===== src/rtl/crtc_mode_loader.sv =====
// rtl/crtc_mode_loader.sv - UM6845R mode-table loader sharing the CRTC write port with the CPU
// Optional feature: CRTC_LOADER_VSYNC_ALIGN_EN holds each load until a vsync rising edge.
module crtc_mode_loader #(
  parameter int NUM_REGS     = 12,
  parameter int AUTOLOAD     = 1,
  parameter int DEFAULT_MODE = 0
) (
  input  logic       CLOCK,
  input  logic       RESET,
  input  logic       mode_req,
  input  logic [1:0] mode_sel,
  input  logic       vsync,
  output logic       busy,
  output logic       done,
  input  logic       cpu_cs,
  input  logic       cpu_wr,
  input  logic       cpu_rs,
  input  logic [7:0] cpu_di,
  output logic       cpu_wait,
  output logic       crtc_enable,
  output logic       crtc_ncs,
  output logic       crtc_rnw,
  output logic       crtc_rs,
  output logic [7:0] crtc_di
);

  typedef enum logic [2:0] {IDLE, WAIT_VS, ADDR, DATA, RESTORE, DONE} state_t;

  localparam logic [3:0] LAST_IDX = 4'(NUM_REGS - 1);

  localparam logic [7:0] MODE_TABLE [4][12] = '{
    '{8'h38, 8'h28, 8'h2D, 8'h0A, 8'h1F, 8'h06, 8'h19, 8'h1C, 8'h02, 8'h07, 8'h06, 8'h07},
    '{8'h71, 8'h50, 8'h5A, 8'h0A, 8'h1F, 8'h06, 8'h19, 8'h1C, 8'h02, 8'h07, 8'h06, 8'h07},
    '{8'h38, 8'h28, 8'h2D, 8'h0A, 8'h7F, 8'h06, 8'h64, 8'h70, 8'h02, 8'h01, 8'h06, 8'h07},
    '{8'h38, 8'h28, 8'h2B, 8'h08, 8'h3F, 8'h06, 8'h32, 8'h38, 8'h02, 8'h03, 8'h06, 8'h07}
  };

  state_t     state;
  logic       pend;
  logic       boot;
  logic [1:0] pend_mode;
  logic [1:0] cur_mode;
  logic [3:0] idx;
  logic [4:0] addr_shadow;
  logic       cpu_acc;

`ifdef CRTC_LOADER_VSYNC_ALIGN_EN
  logic       vsync_q;
`else
  logic       unused_vsync;
  assign unused_vsync = vsync;
`endif

  assign busy     = pend | (state != IDLE);
  assign cpu_wait = busy;
  assign cpu_acc  = cpu_cs & ~busy;

  // The state names the transaction currently on the CRTC bus; bus registers are loaded on entry.
  always_ff @(posedge CLOCK or posedge RESET) begin
    if (RESET) begin
      state       <= IDLE;
      pend        <= 1'b0;
      boot        <= (AUTOLOAD != 0);
      pend_mode   <= 2'd0;
      cur_mode    <= 2'd0;
      idx         <= 4'd0;
      addr_shadow <= 5'd0;
      done        <= 1'b0;
      crtc_enable <= 1'b0;
      crtc_ncs    <= 1'b1;
      crtc_rnw    <= 1'b1;
      crtc_rs     <= 1'b0;
      crtc_di     <= 8'h00;
`ifdef CRTC_LOADER_VSYNC_ALIGN_EN
      vsync_q     <= 1'b0;
`endif
    end else begin
      done        <= 1'b0;
      crtc_enable <= 1'b0;
      crtc_ncs    <= 1'b1;
      crtc_rnw    <= 1'b1;
      boot        <= 1'b0;
`ifdef CRTC_LOADER_VSYNC_ALIGN_EN
      vsync_q     <= vsync;
`endif
      if (boot) begin
        pend      <= 1'b1;
        pend_mode <= 2'(DEFAULT_MODE);
      end
      case (state)
        IDLE: begin
          if (cpu_acc) begin
            crtc_enable <= 1'b1;
            crtc_ncs    <= 1'b0;
            crtc_rnw    <= ~cpu_wr;
            crtc_rs     <= cpu_rs;
            crtc_di     <= cpu_di;
            if (cpu_wr && !cpu_rs) addr_shadow <= cpu_di[4:0];
          end else if (pend) begin
            pend     <= 1'b0;
            cur_mode <= pend_mode;
            idx      <= 4'd0;
`ifdef CRTC_LOADER_VSYNC_ALIGN_EN
            state    <= WAIT_VS;
`else
            state       <= ADDR;
            crtc_enable <= 1'b1;
            crtc_ncs    <= 1'b0;
            crtc_rnw    <= 1'b0;
            crtc_rs     <= 1'b0;
            crtc_di     <= 8'h00;
`endif
          end
        end
`ifdef CRTC_LOADER_VSYNC_ALIGN_EN
        WAIT_VS: begin
          if (vsync && !vsync_q) begin
            state       <= ADDR;
            crtc_enable <= 1'b1;
            crtc_ncs    <= 1'b0;
            crtc_rnw    <= 1'b0;
            crtc_rs     <= 1'b0;
            crtc_di     <= 8'h00;
          end
        end
`endif
        ADDR: begin
          state       <= DATA;
          crtc_enable <= 1'b1;
          crtc_ncs    <= 1'b0;
          crtc_rnw    <= 1'b0;
          crtc_rs     <= 1'b1;
          crtc_di     <= MODE_TABLE[cur_mode][idx];
        end
        DATA: begin
          idx         <= idx + 4'd1;
          crtc_enable <= 1'b1;
          crtc_ncs    <= 1'b0;
          crtc_rnw    <= 1'b0;
          crtc_rs     <= 1'b0;
          if (idx == LAST_IDX) begin
            state   <= RESTORE;
            crtc_di <= {3'b000, addr_shadow};
          end else begin
            state   <= ADDR;
            crtc_di <= {4'b0000, idx + 4'd1};
          end
        end
        RESTORE: begin
          state <= DONE;
          done  <= 1'b1;
        end
        DONE:    state <= IDLE;
        default: state <= IDLE;
      endcase
      // A request arriving on the start edge must survive the pend clear above.
      if (mode_req) begin
        pend      <= 1'b1;
        pend_mode <= mode_sel;
      end
    end
  end

endmodule

===== config.mk =====
export PLATFORM = sky130hd
export DESIGN_NAME = crtc_mode_loader
export DESIGN_NICKNAME = d
export VERILOG_FILES = /design/src/rtl/crtc_mode_loader.sv
export SDC_FILE = /design/constraint.sdc
export NUM_CORES = 1
export LEC_CHECK = 0
export CAP_MARGIN = 10
export CORE_AREA = 2 2 64 66
export DETAILED_ROUTE_END_ITERATION = 8
export DIE_AREA = 0 0 66 68
export HOLD_SLACK_MARGIN = 0.06
export PLACE_DENSITY = 0.73
export SYNTH_ARGS = -nofsm -noshare
export SYNTH_HDL_FRONTEND = slang
export SYNTH_SLANG_ARGS = --single-unit

===== constraint.sdc =====
create_clock -name CLOCK -period 1.6 [get_ports CLOCK]
set_clock_uncertainty 0.15 [all_clocks]
set_input_delay 0.32 -clock CLOCK [delete_from_list [all_inputs] [get_ports CLOCK]]
set_output_delay 0.32 -clock CLOCK [all_outputs]
set_load 0.02 [all_outputs]

# [Yosys cells after proc, flatten, opt, wreduce, memory -nomap -nowiden]
# Index checks and enable logic that the tools add are counted.
[word_totals] reg_bits=31 input_bits=17 out_inout_bits=15 wordCells=79
[classes] n_addsub=1 magnitude_cmp=2 eq_ne=7 mux=36 n_bitwise=7 reduce_logical=13
[op_table] operator="96-bit binary-select mux with 2-bit select" count=1
[op_table] operator="96-bit two-way mux" count=2
[op_table] operator="8-bit binary-select mux with 4-bit select" count=1
[op_table] operator="8-bit two-way mux" count=4
[op_table] operator="8-bit one-hot mux with 3 select lines" count=1
[op_table] operator="1-bit two-way mux" count=13
[op_table] operator="3-bit one-hot mux with 4 select lines" count=1
[op_table] operator="3-bit two-way mux" count=3
[op_table] operator="3-bit AND reduction" count=3
[op_table] operator="4-bit two-way mux" count=2
[op_table] operator="4-bit one-hot mux with 2 select lines" count=1
[op_table] operator="3-bit by 2-bit equality test with 1-bit output, second input constant" count=2
[op_table] operator="1-bit one-hot mux with 2 select lines" count=3
[op_table] operator="3-bit nonzero test" count=2
[op_table] operator="5-bit >= comparator, second input constant" count=1
[op_table] operator="5-bit two-way mux" count=1
[op_table] operator="4-bit inverter with 5-bit output" count=1
[op_table] operator="4-bit by 1-bit adder with 4-bit output, second input constant" count=1
[op_table] operator="4-bit equality test, second input constant" count=1
[op_table] operator="2-bit two-way mux" count=2
[op_table] operator="2-bit inequality test, second input constant" count=2
[op_table] operator="2-bit AND reduction" count=2
[op_table] operator="2-bit nonzero test" count=2
[op_table] operator="3-bit equality test, second input constant" count=1
[op_table] operator="11 further kinds" count=13

# [Depth between registers and ports, before layout]
[depth] depth_word=8 depth_mapped=7 ltp_nobuf=6

# [Worst setup path before layout]
# OpenSTA, ideal clock, no wires.
[synth_timing] path_type="reg2reg" start="register state[0]" end="register addr_shadow[0]" setup_ns=0.125 t_arrival_ns=1.501 required_time_ns=1.325 slack_ns=-0.175 path_stages_with_launch=5 path_buffers=0 period_less_slack_ns=1.775 path_cell_list="dfrtp_1 nor2_1 nand2_1 nor3_4 mux2_2"
[synth_via] elab_chain_cells=5 elab_cells_between_ends=6 cone_classes="3 x bitwise; 3 x reduce/logical"
[synth_lines] element="start, declared" line="38" text="state_t state;"
[synth_lines] element="start signal, assigned" line="61" text="state <= IDLE;"
[synth_lines] element="start signal, assigned" line="106" text="state <= ADDR;"
[synth_lines] element="start signal, assigned" line="128" text="state <= DATA;"
[synth_lines] element="3-bit nonzero test" line="54" text="assign busy = pend | (state != IDLE);"
[synth_lines] element="1-bit OR" line="54"
[synth_lines] element="via busy" line="13" text="output logic busy,"
[synth_lines] element="1-bit inverter" line="56" text="assign cpu_acc = cpu_cs & ~busy;"
[synth_lines] element="1-bit AND" line="56"
[synth_lines] element="3-bit AND reduction (no source line)"
[synth_lines] element="end signal, assigned" line="98" text="if (cpu_wr && !cpu_rs) addr_shadow <= cpu_di[4:0];"
[synth_lines] element="end, declared" line="44" text="logic [4:0] addr_shadow;"
# The timed path passes the listed nets, and every way through them passes these cells.
# A chain may end at the register's enable or synchronous reset.

# [Worst setup path in the final report]
[layout_timing] start="register state[1]" end="register crtc_di[3]"
[layout_via] elab_chain_cells=6 elab_cells_between_ends=12 cone_classes="3 x eq/ne; 2 x mux; 3 x bitwise; 4 x reduce/logical"
[layout_lines] element="3-bit nonzero test" line="54"
[layout_lines] element="1-bit OR" line="54"
[layout_lines] element="1-bit inverter" line="56"
[layout_lines] element="1-bit AND" line="56"
[layout_lines] element="8-bit two-way mux or 3-bit inequality test (tied branches)"
[layout_lines] element="8-bit one-hot mux with 3 select lines or 2-bit AND reduction (tied branches)"
[layout_lines] element="end signal, assigned" line="97" text="crtc_di <= cpu_di;"
[layout_lines] element="end signal, assigned" line="133" text="crtc_di <= MODE_TABLE[cur_mode][idx];"
[layout_lines] element="end signal, assigned" line="143" text="crtc_di <= {3'b000, addr_shadow};"
[layout_lines] element="end, declared" line="24" text="output logic [7:0] crtc_di"
# Several ways; a longest one is shown, not always the timed one.

==> flow_summary_export.csv <==
group,metric,value,unit
clocking,clkTransAtPathRegs,0.07,ns
finish,drive_above_1_share,0.3466,
sta,drv_slew,0,
yosys,ys_top_cells_by_count,"dfrtp_1, a21oi_1, nor2_1, nand2_1, o21ai_0",
critical_path,rr_endpoint,"crtc_di[3]",
finish,final_nets,268,
critical_path,max_stage_delay,0.45,ns
clocking,cts-buffers-inserted,5,
yosys,synth_flop_cell,"dfrtp_1",
yosys,yosysUniqueCellTypes,46,
clocking,hold_buffers,0,
yosys,async_flop_share,1.000,
floorplanning,die_h,68,um
drt,firstDrtPassIters,4,
drt,drt-initial-drc-count,106,
yosys,yosysMostFrequentCell,"dfrtp_1",
hold_path,min_path_type,"in2async",
clocking,clockBufferDepth,2,
yosys,ys_top_cells_by_area,"dfrtp_1, a21oi_1, dfstp_2",
power,max-vdd-ir-drop,0.5607,mV
sta,hold_viol,0,
placed_design,dpl_worst_slack,-0.3455,ns
floorplanning,dieArea,0.004488,mm2
floorplanning,die_w,66,um
drt,avgRoutedWirePerCell,14.78,um
sta,rsz0062_at_grt,"true",
power,leakage,1.177,nW
sta,setup_viol,5,
drt,ant_nets,0,
yosys,synthesis.instances,185,
drt,drc,0,
critical_path,r2r_cells,5,
placed_design,port_buffers,30,
yosys,ys_seq_area_frac,0.4625,
floorplanning,pin_count,32,
sta,max_freq,603.5,MHz
yosys,yosysTopAreaCellShare,0.4157,
clocking,cts_max_level,2,
critical_path,crit_start,"state[1]",
yosys,synth_nets,203,
clocking,cts_tree,"done",
critical_path,slowest_stage,"dfrtp_2",
yosys,synth-edff-count,0,
drt,wirelength,4448,um
floorplanning,core-area,0.003856,mm2
clocking,cts-root-buf,"clkbuf_8",
critical_path,critPathRequiredTime,1.61,ns
yosys,ys_ff_latch,31,
finish,syn_to_final_growth,50.11,%
clocking,cts.sinks,31,
critical_path,crit_chain,"nor3b_4 -> and2b_4 -> a21boi_2 -> a222oi_1 -> a21oi_1",
critical_path,cp-end-kind,"flip-flop",
yosys,yosys_warnings,0,
critical_path,reg2reg_slack,-0.06,ns
yosys,syn-cell-area,0.001685,mm2
sta,fin_crit,1.657,ns
global_route,grt_max_degree,32,
yosys,yosys.area.top_type,"dfrtp_1",
sta,fin_crit_sh,1.036,
global_route,grt_pass1_wl,7086,um
finish,n_antenna_cell,0,
floorplanning,start_util,0.4371,
critical_path,crit_fanout,4,
drt,num_vias,1566,
placed_design,place_hpwl,2982,um
critical_path,timing.rr.start,"state[1]",
placed_design,gp_congestion,0.8650,
global_route,antenna_found_initial,0,
run_status,status,"complete, but fails checks",
flow_run,drv_cap,0,
sta,fin_ws,-0.05706,ns
global_route,grt_pass1_vias,1489,
drt,viasPerCell,5.203,
run_status,failed_checks,"negative setup slack",
global_route,overflow,0,
global_route,grt_usage,0.2178,
clocking,worst_skew_pair.late_latency,0.28,ns
floorplanning,rows,23,
critical_path,crit_type,"reg2reg",
yosys,syn_area_per_cell,9.110,um2
sta,holdWs,0.2114,ns
finish,fill_cells,329,
critical_path,startpoint_type,"flip-flop",
critical_path,cp.arrival,1.67,ns
power,p_per_area,683.9,mW/mm2
[registers in the layout (all words and copies together), names as in the netlist]
register,cells
crtc_rnw,1
crtc_enable,1
pend,1
done,1
cur_mode,2
addr_shadow,5
crtc_ncs,1
boot,1
pend_mode,2
state,3
idx,4
crtc_rs,1
crtc_di,8
[power by group]
group | internal (mW) | switching (mW)
Sequential | 0.797 | 0.0131
Combinational | 0.0645 | 0.0490
Clock | 0.504 | 0.303
[critical path: cells and delay by family (launching register included)]
family / cells / cell delay (ns)
AO/OA/AOI/OAI: 3 / 0.59
flip-flops: 1 / 0.45
AND/OR/NAND/NOR: 2 / 0.34
[worst max path at each step]
stage                                 to
after floorplan           addr_shadow[0]
after global placement        crtc_di[4]
after detailed placement      crtc_di[4]
after CTS                     crtc_di[3]
after global routing          crtc_di[3]
final                         crtc_di[3]
[per-stage QoR]
stage               cell area, um2  power [mW]  utilization  setup TNS (ns)  instances
global placement              2290      0.9309       0.5938          -4.297        287
CTS                           2455       1.727       0.6366        -0.07392        299
finish                        2530       1.730       0.6561         -0.1852        301
detailed placement            2290      0.9325       0.5938          -4.445        287
global route                  2530       1.792       0.6561         -0.8967        301
floorplan                     1725      0.8632            -               0        185
[cells by family (layout without fill, tap and decap cells)]
logic type,count (synthesis),count (layout),share of synthesized area
AOI/OAI and AO/OA,61,61,0.2235
muxes,7,7,0.04677
xor gates and xnor gates,2,2,0.01040
DFF,31,31,0.4625
other,1,1,0.002225
and+or+nand+nor,65,65,0.2034
buffers and inverters,17,83,0.04380
adders and majority gates,1,1,0.007423
[area by class of cell]
type / count / area, um2 / area share
inverter: 8 / 30.03 / 0.01187
sequential: 31 / 784.5 / 0.3101
multi-input combinational: 137 / 919.6 / 0.3635
clock inverter: 2 / 35.03 / 0.01385
clock buffer: 6 / 82.58 / 0.03264
tap: 50 / 62.56 / 0.02473
timing repair buffer: 67 / 615.6 / 0.2433
[repair_timing]
item	in CTS	in global routing
resized for setup	38	22
setup buffers	4	3
pin swaps	8	6
endpoints found under the setup margin	28	21
[placed cells by master, fill, tap and decap left out, types with 11 or more instances in the layout]
| master | netlist | final |
|---|---|---|
| buf_4 | 1 | 26 |
| dfrtp_1 | 28 | 24 |
| nand2_1 | 18 | 14 |
| a21oi_1 | 22 | 19 |
| nor2_1 | 21 | 17 |
| dlygate4sd2_1 | 0 | 12 |
| o21ai_0 | 15 | 11 |
| buf_6 | 0 | 12 |
| clkdlybuf4s50_1 | 0 | 14 |
[metal layers]
metal,up-vias,share of wire,track usage
met5,-,0,0
met1,739,0.45,0.2763
met3,9,0.033,0.04770
met4,0,0.025,0.1122
li1,784,-,-
met2,34,0.49,0.3523
(Power assumes the default switching activity.)
